===== config.mk =====
export PLATFORM = sky130hd
export DESIGN_NAME = tx_sequencer
export DESIGN_NICKNAME = d
export VERILOG_FILES = /design/src/rtl/tx_seq_pkg.sv /design/src/rtl/baud_tick_gen.sv /design/src/rtl/tx_sequencer.sv
export SDC_FILE = /design/constraint.sdc
export NUM_CORES = 1
export LEC_CHECK = 0
export CAP_MARGIN = 20
export CORE_AREA = 2 2 55 57
export CTS_BUF_LIST = sky130_fd_sc_hd__clkbuf_8
export CTS_CLUSTER_DIAMETER = 80
export DETAILED_ROUTE_END_ITERATION = 10
export DIE_AREA = 0 0 57 59
export HOLD_SLACK_MARGIN = 0.02
export PLACE_DENSITY = 0.66
export SETUP_SLACK_MARGIN = 0.1
export SYNTH_ARGS = -nofsm -noshare
export SYNTH_HDL_FRONTEND = slang
export SYNTH_SLANG_ARGS = --single-unit
export TNS_END_PERCENT = 30

===== constraint.sdc =====
create_clock -name clk -period 2.3 [get_ports clk]
set_input_delay 0.345 -clock clk [delete_from_list [all_inputs] [get_ports clk]]
set_output_delay 0.345 -clock clk [all_outputs]
set_load 0.01 [all_outputs]

===== src/rtl/tx_seq_pkg.sv =====
// Shared types and constants for the serial word transmit sequencer.
// Latency: n/a (types only). Backpressure: n/a. FRAME_BITS follows PARITY_EN.
// PARITY_EN adds one even-parity bit per frame.
package tx_seq_pkg;

    typedef enum logic [2:0] {
        IDLE,
        START,
        DATA,
        PAR,
        STOP
    } state_t;

    localparam int DATA_BITS = 4;
`ifdef PARITY_EN
    localparam int FRAME_BITS = 7;
`else
    localparam int FRAME_BITS = 6;
`endif
    localparam logic TX_IDLE = 1'b1;

endpackage


===== src/rtl/baud_tick_gen.sv =====
// Bit-period pacer: tick is high on the last cycle of every BAUD_DIV-cycle bit slot.
// Latency: tick asserts BAUD_DIV-1 cycles after restart or the previous tick.
// Backpressure: none; restart realigns the slot to the current cycle.
module baud_tick_gen #(
    parameter int BAUD_DIV = 4
) (
    input  logic clk,
    input  logic clr,
    input  logic restart,
    output logic tick
);

    logic [7:0] cnt;

    assign tick = (cnt == 8'(BAUD_DIV - 1));

    always_ff @(posedge clk or posedge clr) begin
        if (clr) begin
            cnt <= '0;
        end else if (restart || tick) begin
            cnt <= '0;
        end else begin
            cnt <= cnt + 8'd1;
        end
    end

endmodule


===== src/rtl/tx_sequencer.sv =====
// Sends NWORDS 4-bit words as start/4 data (LSB first)/[parity]/stop frames on a hit rise.
// Latency: busy 3 cycles after hit rises; frame 6*BAUD_DIV (7*BAUD_DIV with PARITY_EN) cycles.
// Backpressure: none; a hit while busy is dropped, clr aborts at once.
module tx_sequencer
    import tx_seq_pkg::*;
#(
    parameter int BAUD_DIV = 4,
    parameter int NWORDS   = 16
) (
    input  logic       clk,
    input  logic       clr,
    input  logic       hit,
    input  logic [3:0] word_in,
    output logic [3:0] nom,
    output logic [1:0] bit_idx,
    output logic [3:0] le,
    output logic       tx,
    output logic       busy,
    output logic       done
);

    localparam logic [3:0] NOM_LAST = 4'(NWORDS - 1);

    state_t               state;
    state_t               state_nxt;
    logic                 restart;
    logic                 tick;
    logic [2:0]           hit_sync;
    logic                 hit_rise;
    logic                 last_word;
    logic [DATA_BITS-1:0] shreg;

    assign hit_rise  = hit_sync[1] & ~hit_sync[2];
    assign last_word = (nom == NOM_LAST);
    assign busy      = (state != IDLE);

    baud_tick_gen #(.BAUD_DIV(BAUD_DIV)) u_baud (
        .clk     (clk),
        .clr     (clr),
        .restart (restart),
        .tick    (tick)
    );

    always_ff @(posedge clk or posedge clr) begin
        if (clr) begin
            state <= IDLE;
        end else begin
            state <= state_nxt;
        end
    end

    always_comb begin
        state_nxt = state;
        case (state)
            IDLE:  if (hit_rise) state_nxt = START;
            START: if (tick) state_nxt = DATA;
`ifdef PARITY_EN
            DATA:  if (tick && bit_idx == 2'd3) state_nxt = PAR;
            PAR:   if (tick) state_nxt = STOP;
`else
            DATA:  if (tick && bit_idx == 2'd3) state_nxt = STOP;
`endif
            STOP:  if (tick) state_nxt = last_word ? IDLE : START;
            default: state_nxt = IDLE;
        endcase
        // Every bit slot starts counting from zero on state entry.
        restart = (state_nxt != state);
    end

    // tx is decoded from state so an async clr forces the line idle immediately.
    always_comb begin
        tx = TX_IDLE;
        case (state)
            START: tx = 1'b0;
            DATA:  tx = shreg[bit_idx];
`ifdef PARITY_EN
            PAR:   tx = ^shreg;
`endif
            default: tx = TX_IDLE;
        endcase
    end

    always_ff @(posedge clk or posedge clr) begin
        if (clr) begin
            hit_sync <= '0;
            nom      <= '0;
            bit_idx  <= '0;
            le       <= '0;
            shreg    <= '0;
            done     <= 1'b0;
        end else begin
            hit_sync <= {hit_sync[1:0], hit};
            done     <= (state == STOP) && tick && last_word;
            case (state)
                IDLE: if (hit_rise) nom <= '0;
                START: begin
                    if (tick) begin
                        shreg   <= word_in;
                        le      <= word_in;
                        bit_idx <= '0;
                    end
                end
                DATA: if (tick && bit_idx != 2'd3) bit_idx <= bit_idx + 2'd1;
                STOP: if (tick) nom <= last_word ? 4'd0 : nom + 4'd1;
                default: ;
            endcase
        end
    end

endmodule


## After elaboration in Yosys (flattened, before gate mapping)

Index checks and enable logic that the tools add are counted.
W data, S select, Z words.

- Equality and inequality tests: 12
- Magnitude comparators: 1
- $add $sub $neg: 3
- Bitwise logic cells: 2
- Reduce and logical (&&, ||, !) cells: 12
- Mux-type cells: 17

Operators by type and width:

| kind | count |
|---|---|
| $mux W3 | 4 |
| $mux W4 | 3 |
| $pmux W3 S4 | 1 |
| $ne A2 B2 Y1 const B | 5 |
| $add A8 B1 Y8 const B | 1 |
| $eq A8 B2 Y1 const B | 1 |
| $mux W8 | 1 |
| $pmux W4 S2 | 1 |
| $reduce_and A3 Y1 | 2 |
| $add A4 B1 Y4 const B | 1 |
| $eq A4 B4 Y1 const B | 1 |
| $logic_and A1 B1 Y1 | 4 |
| $mux W2 | 2 |
| $pmux W2 S2 | 1 |
| $reduce_bool A2 Y1 | 2 |
| $eq A3 B1 Y1 const B | 1 |
| $eq A3 B2 Y1 const B | 1 |
| $eq A3 B3 Y1 const B | 1 |
| $logic_not A3 Y1 | 1 |
| $lt A2 B3 Y1 const B | 1 |
| $ne A3 B3 Y1 | 1 |
| $reduce_bool A3 Y1 | 1 |
| $add A2 B1 Y2 const B | 1 |
| $bmux W1 S2 | 1 |
| 7 further kinds | 8 |

- Register bits after elaboration: 25
- Logic and storage cells: 54

## Logic depth before layout (Yosys ltp)

- Depth after elaboration: 7
- Depth in mapped cells: 5

## By module

A second synthesis with hierarchy kept.

- Cells, all modules: 123
- Area total of the unflattened synthesis: 1353.8 um^2

Modules (own cells, without submodules):

| module | area each (um^2) | cells each | instances |
|---|---|---|---|
| tx_sequencer | 942.2 | 83 | 1 |
| baud_tick_gen | 411.6 | 40 | 1 |

## Least setup slack after synthesis

OpenSTA, ideal clock, no wires.

- Path type: register to register
- Start: register state[1]
- End: register nom[2]
- Clock period less this slack: 1.848 ns
- Stages on the path, launching flop included: 5
- Arrival time: 1.722 ns
- Path slack: 0.452 ns
- Setup time: 0.126 ns
- Cells stage by stage: dfrtp_1 -> or3_4 -> or3b_4 -> a21boi_4 -> a221o_1

- Longest elaborated chain between the ends: 3
- Elaborated cells on any way between the ends: 7
- Those cells by class: eq/ne: 3; mux: 1; reduce/logical: 3

Ends and longest elaborated chain:

| element | line | text |
|---|---|---|
| start, declared | tx_sequencer.sv:24 | `state_t state;` |
| start signal, assigned | tx_sequencer.sv:48 | `state <= state_nxt;` |
| $eq A3 B3 Y1 or $logic_not A3 Y1 (tied branches) | tx_sequencer.sv:94 | `case (state)` |
| $ne A2 B2 Y1 (no line) or $reduce_bool A2 Y1 (tied branches) | - |  |
| $reduce_and A3 Y1 (no line) | - |  |
| end signal, assigned | tx_sequencer.sv:104 | `STOP: if (tick) nom <= last_word ? 4'd0 : nom + 4'd1;` |
| end, declared | tx_sequencer.sv:14 | `output logic [3:0] nom,` |

Several ways; a longest one is shown, not always the timed one.
A chain may end at the register's enable or synchronous reset.

## Worst setup path in the final report

- Start: register state[1]
- End: output port busy

- Longest elaborated chain between the ends: 1

Ends and longest elaborated chain:

| element | line | text |
|---|---|---|
| $reduce_bool A3 Y1 | tx_sequencer.sv:35 | `assign busy = (state != IDLE);` |
| end, declared | tx_sequencer.sv:18 | `output logic busy,` |

Every way passes these cells.

==> impl_metrics.py <==
metrics = {
    "drt": {
        "drtAntennaViolNets": 0,
        "wl_per_cell_um": 13.3,
        "first_pass_iters": 4,
        "drtIter0Drc": 46,
        "num_vias": 835,
        "via_per_inst": 5.19,
        "drc": 0,
        "wl_mm": 2.14,
    },
    "worst_setup_path": {
        "cpPeakStageDelay_ps": 480,
        "critPathKind": "reg2out",
        "critPathLaunchType": "register",
        "crit_chain": "or3_4, clkdlybuf4s50_1",
        "cp.arrival_ps": 1620,
        "slowest_stage": "clkdlybuf4s50_1",
        "worstPathRequired_ps": 1960,
        "critPathBufInv": 1,
        "crit_path_end_kind": "output pin",
        "crit_fanout": 8,
        "crit_family": "buffers and inverters",
    },
    "grt": {
        "grtUsageTotal_pct": 15.0,
        "use_met3_pct": 3.93,
        "use_met2_pct": 23.8,
        "antenna_found_initial": 0,
        "grt_first_pass_wirelength_mm": 3.75,
        "grt_pass1_vias": 868,
        "grt_use_met1_pct": 19.1,
        "grt-ovfl-total": 0,
        "grt_max_degree": 26,
        "busiest_layer": "met2",
    },
    "timing": {
        "drv_slew": 0,
        "whs_ps": 358,
        "setup_viol": 0,
        "rsz0062_at_grt": "false",
        "slew_headroom_pct": 51.8,
        "hold_viol_final": 0,
        "tightest_slew_ps": 720,
        "fmax_mhz": 509,
        "finalClockSkew_ps": 6.73,
        "finalCritPeriodShare_pct": 85.4,
        "finalSetupTns_ps": 0,
        "post-route-min-period_ps": 1960,
    },
    "cts": {
        "clock_sinks": 25,
        "clock_latency_ps": 270,
        "numCtsBuffers": 3,
        "htree_levels": 1,
        "path_clk_slew_ps": 80,
        "cts_tree": "done",
        "postCtsHoldBufs": 0,
        "clockBufferDepth": 2,
        "cts-root-buf": "clkbuf_8",
    },
    "pwr": {
        "p_per_area_nw_per_um2": 1020,
        "leakagePower_nw": 0.667,
        "peakVddDrop_uv": 719,
    },
    "outcome": {
        "status": "complete, no violations",
    },
    "placement": {
        "port_buffers": 19,
        "hpwl_mm": 1.61,
        "place.gp.congestion": 0.792,
    },
    "layout": {
        "fill_cells": 247,
        "areaGrowthSynthToFinish_pct": 25.8,
        "n_antenna_cell": 0,
        "nets": 141,
        "drive_gt1_share_pct": 12.3,
    },
    "synth": {
        "synth_top_area_share_pct": 54.3,
        "synth_edf_count": 0,
        "synth.distinct_cells": 29,
        "synth-main-ff-cell": "dfrtp_1",
        "synth.ff_latch_count": 25,
        "syn_nets": 115,
        "ys_warn_count": 0,
        "yosysSeqAreaShare_pct": 54.3,
        "postSynth.asyncResetShare_pct": 100,
        "netlist_instances": 105,
        "synth.avg_cell_area_um2": 11.0,
        "synth_area_leader_cell": "dfrtp_1",
        "syn-cell-area_um2": 1150,
        "synth.most_common_cell": "dfrtp_1",
        "synthTopCellsByArea": "dfrtp_1 54%, nor2_1 5.5%, nand3_1 3.9%",
        "ys_top_cells_by_count": "25 x dfrtp_1, 17 x nor2_1, 10 x nand2_1",
    },
    "floorplanning": {
        "boundaryPins": 20,
        "fp.dieW_um": 57,
        "rows": 19,
        "start_util_pct": 42.5,
        "design.core.area_um2": 2710,
        "die-area_um2": 3360,
        "die_h_um": 59,
    },
    "worst_hold_path": {
        "holdCritPathClass": "reg2reg",
    },
    "flow_run": {
        "cap_violations": 0,
    },
}
[layer usage]
metal	part of all wire, %	vias up
met2	48	14
met1	47	390
met4	2.1	0
met3	3.4	5
li1	-	426
met5	0	-
[worst paths after layout]
| check | endpoint | cells past startpoint | start | slack [ps] |
|---|---|---|---|---|
| hold / removal | hit_sync[1] | 0 | hit_sync[0] | 360 |
| setup reg to reg | nom[2] | 4 | state[1] | 390 |
| setup / recovery | busy | 2 | state[1] | 340 |
| hold reg to reg | hit_sync[1] | 0 | hit_sync[0] | 360 |
| max in group asynchronous | bit_idx[0] | 3 | clr | 1620 |
| min in group asynchronous | u_baud.cnt[7] | 3 | clr | 430 |
[timing repair]
action	in CTS	in global routing
endpoints found under the setup margin	0	1
resized for setup	0	2
hold endpoints to repair	0	0
buffers inserted	0	1
[power by group]
| group | switching, mW | internal, mW | total, mW |
|---|---|---|---|
| Combinational | 0.274 | 0.312 | 0.586 |
| Clock | 0.127 | 0.119 | 0.247 |
| Sequential | 0.105 | 0.541 | 0.645 |
| Total | 0.506 | 0.972 | 1.48 |
[worst register-to-register path: stages, from the launching register on]
cell	delay, ps
dfrtp_1	450
or3_4	420
or3b_4	400
a21boi_4	160
a221o_1	360
[metrics by stage]
stage	setup slack, ps	total power [mW]	util [%]	instance area [um^2]	instances
3_5_place_dp	401	1.25	51.3	1390	156
6_report	336	1.48	53.4	1450	161
2_1_floorplan	452	0.991	-	1150	105
5_1_grt	242	1.59	53.4	1450	161
4_1_cts	121	1.50	53.0	1440	160
3_3_place_gp	442	1.23	51.3	1390	156
[cells by family (layout without fill, tap and decap cells)]
family	Yosys count	in the layout	synth area share, %
adder cells (fa/ha/maj)	3	3	3.26
AND/OR/NAND/NOR	49	49	21.1
AO/OA/AOI/OAI	14	14	9.89
buffers and inverters	3	28	0.978
flip-flops	25	25	54.3
multiplexers	5	5	5.87
XOR/XNOR	6	6	4.57
[sequential cells by signal, indices dropped and copies added, names as in the netlist]
name,flops
bit_idx,2
done,1
u_baud.cnt,8
shreg,4
nom,4
state,3
hit_sync,3
[cell type report]
cell class / instances / area, um^2 / area share (%)
multi-input combinational: 77 / 514 / 35.5
clock buffer: 3 / 41.3 / 2.85
timing repair buffer: 22 / 215 / 14.9
inverter: 2 / 7.51 / 0.519
sequential: 25 / 627 / 43.3
tap: 31 / 38.8 / 2.68
clock inverter: 1 / 3.75 / 0.259
[cells in the final DEF, fill, tap and decap left out, types with 2 or more instances in the layout]
cell type        Yosys  final
dfrtp_1             25     24
nand3_1              9      9
clkdlybuf4s50_1      0     18
o21ai_0              4      4
mux2_2               4      4
nand2_1             10     10
inv_1                2      3
ha_1                 3      3
o211ai_1             2      2
a221o_1              2      2
and3_1               3      3
buf_4                0      3
xor2_1               5      5
nor2_1              17     17
nor3b_1              3      3
clkbuf_8             0      3
Power figures use the tool's default switching activity.
